**src/rtl/tx_fifo.sv**
```systemverilog
// Transmit FIFO between an APB write port and the serial transmit logic.
// Storage is plain registers so the array can be cleared asynchronously.
module tx_fifo #(
    parameter int DATA_WIDTH = 8,
    parameter int DEPTH      = 4
) (
    input  logic                  PCLK,
    input  logic                  CLEAR,
    input  logic                  PSEL,
    input  logic                  PWRITE,
    input  logic [DATA_WIDTH-1:0] PWDATA,
    input  logic                  NextWord,
    output logic [DATA_WIDTH-1:0] TxData,
    output logic                  TxValid,
    output logic                  SSPTXINTR
);

    localparam int PTR_W = (DEPTH > 1) ? $clog2(DEPTH) : 1;
    localparam int CNT_W = PTR_W + 1;
    localparam logic [CNT_W-1:0] FULL_COUNT = CNT_W'(DEPTH);

    logic [PTR_W-1:0] wr_ptr_q, wr_ptr_d;
    logic [PTR_W-1:0] rd_ptr_q, rd_ptr_d;
    logic [CNT_W-1:0] count_q, count_d;

    logic wr_req;
    logic is_full;
    logic is_empty;
    logic write_blocked;
    logic wr_en;
    logic rd_en;

    logic [DATA_WIDTH-1:0] mem_rd [DEPTH];

    always_comb begin
        wr_req   = PSEL && PWRITE;
        is_full  = (count_q == FULL_COUNT);
        is_empty = (count_q == '0);
        // A write that hits a full FIFO freezes the whole edge, including any pop.
        write_blocked = wr_req && is_full;
        wr_en         = wr_req && !is_full;
        rd_en         = NextWord && !is_empty && !write_blocked;
    end

    always_comb begin
        wr_ptr_d = wr_ptr_q;
        rd_ptr_d = rd_ptr_q;
        count_d  = count_q;
        if (wr_en) begin
            wr_ptr_d = wr_ptr_q + PTR_W'(1);
        end
        if (rd_en) begin
            rd_ptr_d = rd_ptr_q + PTR_W'(1);
        end
        case ({wr_en, rd_en})
            2'b10:   count_d = count_q + CNT_W'(1);
            2'b01:   count_d = count_q - CNT_W'(1);
            default: count_d = count_q;
        endcase
    end

    always_ff @(posedge PCLK or posedge CLEAR) begin
        if (CLEAR) begin
            wr_ptr_q <= '0;
            rd_ptr_q <= '0;
            count_q  <= '0;
        end else begin
            wr_ptr_q <= wr_ptr_d;
            rd_ptr_q <= rd_ptr_d;
            count_q  <= count_d;
        end
    end

    genvar gi;
    generate
        for (gi = 0; gi < DEPTH; gi++) begin : g_entry
            logic [DATA_WIDTH-1:0] entry_q, entry_d;

            always_comb begin
                entry_d = entry_q;
                if (wr_en && (wr_ptr_q == PTR_W'(gi))) begin
                    entry_d = PWDATA;
                end
            end

            always_ff @(posedge PCLK or posedge CLEAR) begin
                if (CLEAR) begin
                    entry_q <= '0;
                end else begin
                    entry_q <= entry_d;
                end
            end

            assign mem_rd[gi] = entry_q;
        end
    endgenerate

    // Head word and flags depend only on registered state.
    assign TxData    = mem_rd[rd_ptr_q];
    assign TxValid   = !is_empty;
    assign SSPTXINTR = is_full;

endmodule

```
**config.mk**
```make
export PLATFORM = sky130hd
export DESIGN_NAME = tx_fifo
export DESIGN_NICKNAME = d
export VERILOG_FILES = /design/src/rtl/tx_fifo.sv
export SDC_FILE = /design/constraint.sdc
export NUM_CORES = 1
export LEC_CHECK = 0
export CAP_MARGIN = 20
export CORE_MARGIN = 5
export CORE_UTILIZATION = 40
export CTS_CLUSTER_DIAMETER = 100
export DETAILED_ROUTE_END_ITERATION = 10
export PLACE_DENSITY_LB_ADDON = 0.2
export SLEW_MARGIN = 20
export SYNTH_ARGS = -nofsm -noshare
export SYNTH_HDL_FRONTEND = slang
export SYNTH_SLANG_ARGS = --single-unit
```
**constraint.sdc**
```tcl
create_clock -name PCLK -period 3.9 [get_ports PCLK]
set_input_delay 0.78 -clock PCLK [delete_from_list [all_inputs] [get_ports PCLK]]
set_output_delay 0.78 -clock PCLK [all_outputs]
set_load 0.01 [all_outputs]
```
=== After elaboration in Yosys (flattened, before gate mapping) ===
Cells that the tools add are included.

* Bits of input ports: 13
* Flip-flop bits (word level): 39
* Output and inout bits: 10

* Multiplexer cells: 4
* Magnitude comparators: 1
* $add $sub $neg: 4
* Equality and inequality tests: 6
* Reduce and logical (&&, ||, !) cells: 15
* Bitwise gates (word level): 1

{| class="wikitable"
|+ Operators by type and width
! cell !! number
|-
| 8-bit binary-select mux with 2-bit select || 1
|-
| 8-bit two-way mux || 2
|-
| 1-bit logical AND || 9
|-
| 2-bit equality test (second input constant) || 3
|-
| 3-bit case mux with 2 select lines || 1
|-
| 2-bit by 1-bit adder with 2-bit output (second input constant) || 2
|-
| 2-bit by 1-bit equality test with 1-bit output (second input constant) || 2
|-
| 3-bit by 1-bit adder with 3-bit output (second input constant) || 1
|-
| 3-bit equality test (second input constant) || 1
|-
| 3-bit >= comparator (second input constant) || 1
|-
| 1-bit zero test || 3
|-
| 3-bit zero test || 1
|-
| 2-bit inverter with 3-bit output || 1
|-
| 3-bit by 1-bit subtractor with 3-bit output (second input constant) || 1
|-
| 2-bit zero test || 1
|-
| 2-bit nonzero test || 1
|}

=== Depth between registers and ports, before layout ===
Gate-level depths: netlist of run 1.

* Depth after elaboration: 6
* Gate-level depth with buffers: 7
* Gate-level depth less buffers: 6

=== Least setup slack after synthesis of run 1 ===
No wires, ideal clock.

* Kind: input to register
* Start point: input NextWord
* End point: register count_q[2]
* Setup time: 140 ps
* Cell stages on the path: 7
* Slack: 1508 ps
* Required time: 3760 ps
* Arrival time: 2252 ps
* Cells stage by stage: buf_2 a21boi_0 nand2_1 fa_1 nand3b_1 o221ai_1 o221ai_1

* Word-level cells in the longest chain between the ends: 4
* Elaborated cells on any way between the ends: 6
* Classes of those cells: eq/ne: 2; mux: 1; reduce/logical: 3

{| class="wikitable"
|+ Ends and longest elaborated chain
! what !! RTL line !! text
|-
| from (decl) || 12 || <nowiki>input logic NextWord,</nowiki>
|-
| 1-bit logical AND (*) (2 in a row) || 42 || <nowiki>rd_en = NextWord && !is_empty && !write_blocked;</nowiki>
|-
| 2-bit by 1-bit equality test with 1-bit output or 2-bit equality test (tied branches) || 55 || <nowiki>case ({wr_en, rd_en})</nowiki>
|-
| 3-bit case mux with 2 select lines or 2-bit nonzero test (tied branches) || n/a ||
|-
| to (signal assigned) || 70 || <nowiki>count_q <= count_d;</nowiki>
|-
| to (decl) || 24 || <nowiki>logic [CNT_W-1:0] count_q, count_d;</nowiki>
|}

Mark *: on every way between the ends. The rest lies on a longest branch, timed or not.
A chain may end at the register's enable or synchronous reset.

=== Worst setup path after layout of run 1 ===
Same ends and word-level chain as after synthesis.

==> results of run 1 <==
sequential cells by signal, summed over array words and instances (netlist names):
signal           flops
rd_ptr_q             2
wr_ptr_q             2
g_entry.entry_q     32
count_q              3
power groups by stage:
stage	logic, mW	registers (mW)	clock network (mW)
final	0.833	0.764	0.254
after global routing	0.909	0.794	0.283
after CTS	0.847	0.767	0.266
after detailed placement	0.844	0.775	0
after global placement	0.807	0.762	0
after floorplan	0.617	0.685	0
Yosys cell counts (2+ instances only):
master and n:
dfrtp_1 39, mux2_2 30, mux4_2 8, inv_1 6
ha_1 4, nand3_4 4, xnor2_1 3, a21boi_0 2
and2_1 2, and3b_1 2, buf_2 2, mux2_1 2
nand2_1 2, nand3_1 2, nand4_1 2, o221ai_1 2
metal layers:
metal  up-vias  part of all wire, %  global-route usage, %
met3         8                  3.5                  3.612
met4         0                  2.2                  6.357
met1       597                   44                  15.82
met2        26                   50                  22.29
met5         -                    0                      0
li1        540                    -                      -
final timing paths:
kind | startpoint | endpoint | cells past startpoint
min in group asynchronous | CLEAR | g_entry[0].entry_q[2]$_DFFE_PP0P_ | 3
setup / recovery | NextWord | count_q[2]$_DFFE_PP0P_ | 7
max in group asynchronous | CLEAR | g_entry[0].entry_q[0]$_DFFE_PP0P_ | 3
hold reg to reg | g_entry[0].entry_q[4]$_DFFE_PP0P_ | g_entry[0].entry_q[4]$_DFFE_PP0P_ | 1
setup reg to reg | count_q[2]$_DFFE_PP0P_ | count_q[2]$_DFFE_PP0P_ | 6
hold / removal | g_entry[0].entry_q[4]$_DFFE_PP0P_ | g_entry[0].entry_q[4]$_DFFE_PP0P_ | 1
area by class of cell:
class	count	area [um2]	share of cell area, %
Sequential cell	39	975.9	42.55
Multi-Input combinational cell	81	902.1	39.33
Timing Repair Buffer	23	227.7	9.929
Tap cell	67	83.83	3.655
Clock buffer	7	76.32	3.328
Inverter	6	22.52	0.9820
Clock inverter	1	5.005	0.2182
kinds of logic after synthesis:
| family | count (synthesis) | share of synthesized area, % |
|---|---|---|
| muxes | 40 | 27.96 |
| DFF | 39 | 50.49 |
| and+or+nand+nor | 20 | 8.674 |
| AOI/OAI and AO/OA | 13 | 5.048 |
| buffers and inverters | 11 | 2.848 |
| adders and majority gates | 5 | 3.625 |
| xor gates and xnor gates | 3 | 1.359 |
critical path, stage by stage:
cell and delay [ns]:
clkdlybuf4s50_1 0.65, a21boi_0 0.47, nand2_1 0.13, fa_1 0.44, nand3b_1 0.21, o221ai_1 0.20, o221ai_1 0.15
through the flow:
step           hold slack (ns)  cells
2_1_floorplan           0.4595    131
3_3_place_gp            0.4715    216
3_5_place_dp            0.4840    216
4_1_cts                 0.5007    224
5_1_grt                 0.5176    224
6_report                0.4969    224
==> reports/metrics.yaml, run 1 <==
status: "complete, no violations"
drt_wl_total_mm: 3.697
layout_min_cycle_time_ns: 2.903
fmax_ghz: 0.3445
setup_viol: 0
fin_skew_ns: 0.006540
worstMarginPinSlew_ns: 0.6180
placed_cell_area_um2: 2212
cts_root_buffer: "clkbuf_8"
finalMaxSlewViolations: 0
io_buffers: 22
maxCapViolCount: 0
diodes: 0
cts_tree: "built"
grt_pass1_wl_mm: 6.417
seq_power_share_pct: 41.3
power_mw: 1.851
synth_cell_types: 35
ys.flop_type: "dfrtp_1"
nets: 174
async_flop_share_pct: 100.0
peakVddDrop_mv: 0.3037
firstDrtPassIters: 4
finalSetupTns_ns: 0
grt_usage_pct: 13.33
drt_iter0_markers: 56
wire_per_inst_um: 16.50
path_max_fanout: 10
utilization_pct: 48.56
avgSynthCellArea_um2: 14.76
start_util_pct: 40.93
grt_overflow: 0
fillers: 412
period_share_pct: 74.43
final_cell_mix: "dfrtp_1, mux2_2, clkdlybuf4s50_1"
synth_seq_cells: 39
vias: 1171
seq_area_frac_synth_pct: 50.49
synth.net_count: 149
hold_viol_final: 0
leakage_nw: 0.9464
cts_max_path_buffers: 2
yosys.area.top_type: "dfrtp_1"
h-tree-depth: 2
layout_commonest_cell: "dfrtp_1"
postCtsHoldBufs: 0
syn_area_um2: 1933
critPathArrivalTime_ns: 3.04
antenna_found_initial: 0
end_kind: "flip-flop"
synthTopCellsByArea: "dfrtp_1, mux2_2, mux4_2, nand3_4, ha_1"
p_int_mw: 1.256
cts_setup_buffers: 0
required_ns: 4.04
path_clk_slew_ns: 0.07
synth_top_area_share_pct: 50.49
drive_gt1_share_pct: 31.85
swShare_pct: 32.14
synth-edff-count: 0
grt_max_degree: 40
die_y_um: 79.52
ios: 23
power_frac_clock_pct: 13.7
fin_ws_ns: 0.9974
coreArea_um2: 4723
worstHoldPathType: "flip-flop to flip-flop"
relSlewSlack_pct: 58.80
power.density_nw_per_um2: 807.1
place.gp.congestion: 0.8536
synthToLayoutAreaGrowth_pct: 18.64
drcViolationCount: 0
power.share.combinational_pct: 45.0
dpl.hpwl_mm: 2.602
power_switching_mw: 0.5949
netlist_instances: 131
clock-sinks: 39
cp-start-kind: "input port"
pre_cts_slack_ns: 0.7222
crit_type: "input port to flip-flop"
stdcell_area_um2: 2293
yosys_warnings: 0
cts_resized: 0
via_per_inst: 5.228
ant_nets: 0
dieArea_um2: 6323
insertion_delay_ns: 0.28
cts_buffers: 5
die_width_um: 79.52
grt_pass1_vias: 1271
rows: 25
worst-r2r-setup-slack_ns: 2.08
rsz0062_at_grt: "no"
Note: power is estimated with default switching activity, not from simulation.
==> inputs of run 2 (changes only) <==
clock period = 2.4 ns   (was 3.9 ns; I/O delays follow)
==> run 2 against run 1 <==
Register-to-register slack worse by 1.4 ns; routed wire length down 2.8%; cell area up 3.8%; clock power up 86%; global-route usage up 0.18 points; worst setup slack worse by 0.88 ns; worst hold slack worse by 0.00087 ns; clock skew down 0.0031 ns; combinational power up 72%; critical path type is now flip-flop to output port; highest routed layer unchanged.
==> reports/metrics.yaml, run 2 (same netlist as run 1, synthesis figures left out) <==
status: "complete, no violations"
vias: 1188  # +1.5%
worstHoldPathType: "flip-flop to flip-flop"
dp_cells: 225  # +4.2%
finalSetupTns_ns: 0  # unchanged
coreArea_um2: 4723  # unchanged
power_switching_mw: 0.9540  # +60%
cts_max_path_buffers: 2  # unchanged
relSlewSlack_pct: 67.26  # +8.5 points
cts_setup_buffers: 0  # unchanged
crit_family: "flip-flops"
r2r-start: "count_q[1]$_DFFE_PP0P_"
path_clk_slew_ns: 0.07  # about the same
drt_wl_total_mm: 3.595  # -2.8%
cp-start-kind: "flip-flop"
place.gp.congestion: 0.8284  # -3.0%
layout_min_cycle_time_ns: 2.283
cts_resized: 0  # unchanged
dpl.hpwl_mm: 2.646  # +1.7%
power_frac_clock_pct: 15.2  # +1.5 points
layout_commonest_cell: "dfrtp_1"
power.share.combinational_pct: 46.2  # +1.2 points
utilization_pct: 50.38  # +1.8 points
die_width_um: 79.52  # unchanged
drive_gt1_share_pct: 36.14  # +4.3 points
diodes: 0  # unchanged
start_util_pct: 40.93  # unchanged
required_ns: 1.92  # -2.12 ns
grt_pass1_wl_mm: 6.417  # unchanged
cp_cell_sequence: "mux4_2, clkdlybuf4s50_1"
antenna_found_initial: 0  # unchanged
ios: 23  # unchanged
drcViolationCount: 0  # unchanged
critPathArrivalTime_ns: 1.80  # -1.24 ns
finalMaxSlewViolations: 0  # unchanged
rows: 25  # unchanged
cp_slowest_stage_delay_ns: 0.65  # about the same
largest_reg_flops: 32  # unchanged
leakage_nw: 0.9987  # +5.5%
ant_nets: 0  # unchanged
insertion_delay_ns: 0.28  # about the same
period_share_pct: 95.11
end_kind: "output port"
clock-sinks: 39  # unchanged
regMostFlops: "g_entry.entry_q"
p_int_mw: 2.146  # +71%
rsz0062_at_grt: "no"
power.density_nw_per_um2: 1302  # +61%
grt_usage_pct: 13.51  # +0.18 points
postCtsHoldBufs: 0  # unchanged
critPathLaunch: "rd_ptr_q[1]$_DFFE_PP0P_"
fmax_ghz: 0.4381
cts_buffers: 5  # unchanged
cts_tree: "built"
drt_iter0_markers: 48  # -14%
timing.hold.ws_ns: 0.4961  # -0.0008740 ns
h-tree-depth: 2  # unchanged
cts_root_buffer: "clkbuf_8"
path_max_fanout: 9  # -1
peakVddDrop_mv: 0.4368  # +44%
final_cell_mix: "dfrtp_1, mux2_2, clkdlybuf4s50_1"
power_mw: 3.100  # +67%
seq_power_share_pct: 38.5  # -2.8 points
io_buffers: 22  # unchanged
setup_viol: 0  # unchanged
crit_buf_inv: 1  # unchanged
via_per_inst: 5.099  # -2.5%
wire_per_inst_um: 15.43  # -6.5%
grt_pass1_vias: 1347  # +6.0%
swShare_pct: 30.78  # -1.4 points
die_y_um: 79.52  # unchanged
fin_cells: 233  # +4.0%
reg_top3: "g_entry.entry_q x32, count_q x3"
hold_viol_final: 0  # unchanged
min_from: "g_entry[0].entry_q[4]$_DFFE_PP0P_"
firstDrtPassIters: 4  # unchanged
grt_max_degree: 40  # unchanged
crit_path_top_delay_cell: "dfrtp_1"
maxCapViolCount: 0  # unchanged
dieArea_um2: 6323  # unchanged
crit_type: "flip-flop to output port"
synthToLayoutAreaGrowth_pct: 23.11
fin_skew_ns: 0.003481  # -0.003059 ns
worstMarginPinSlew_ns: 0.4911  # -0.1269 ns
grt_overflow: 0  # unchanged
nets: 183  # +5.2%
run 2: changes by cell type in the layout (fill, tap and decap cells not counted), sizes merged:
| cell | change |
|---|---|
| clkbuf | +1 |
| buf | +9 |
| clkinv | -1 |
run 2: worst register-to-register path, delay by kind of cell (launching register included):
kind	cells	cell delay, ns
AND/OR/NAND/NOR	3	0.53
flip-flops	1	0.43
AO/OA/AOI/OAI	2	0.32
buffers and inverters	1	0.12
adder cells (fa/ha/maj)	1	0.19
run 2: final timing paths:
check	slack, ns	endpoint	cells past startpoint
max in group asynchronous	1.44	g_entry[1].entry_q[4]$_DFFE_PP0P_	3
min	0.50	g_entry[0].entry_q[4]$_DFFE_PP0P_	1
max reg2reg	0.68	count_q[2]$_DFFE_PP0P_	7
min reg2reg	0.50	g_entry[0].entry_q[4]$_DFFE_PP0P_	1
min in group asynchronous	0.61	g_entry[2].entry_q[2]$_DFFE_PP0P_	3
max	0.12	TxData[7]	2
run 2: layer usage:
| metal | vias up | global-route usage, % | wire length [um] |
|---|---|---|---|
| met5 | - | 0 | 0 |
| met4 | 0 | 6.014 | 53 |
| met3 | 6 | 3.950 | 143 |
| met2 | 22 | 23.21 | 1891 |
| met1 | 599 | 15.49 | 1506 |
| li1 | 561 | - | - |
run 2: power by group through the flow:
stage,Combinational [mW],Sequential (mW),Clock [mW]
after floorplan,1.00,1.11,0
after global placement,1.42,1.19,0
after detailed placement,1.46,1.21,0
after CTS,1.47,1.20,0.491
after global routing,1.57,1.25,0.519
final,1.43,1.19,0.472
run 2: stage by stage:
stage / area (um2) / setup slack (ns)
after floorplan: 1933 / 0.3082
after global placement: 2280 / 0.1437
after detailed placement: 2280 / 0.05150
after CTS: 2380 / 0.09020
after global routing: 2380 / 0.04565
final: 2380 / 0.1174
run 2: layout make-up:
| type | count | area (um2) |
|---|---|---|
| Timing Repair Buffer | 32 | 295.3 |
| Inverter | 6 | 22.52 |
| Multi-Input combinational cell | 81 | 902.1 |
| Sequential cell | 39 | 975.9 |
| Fill cell | 414 | 2344 |
| Clock buffer | 8 | 100.1 |
| Tap cell | 67 | 83.83 |
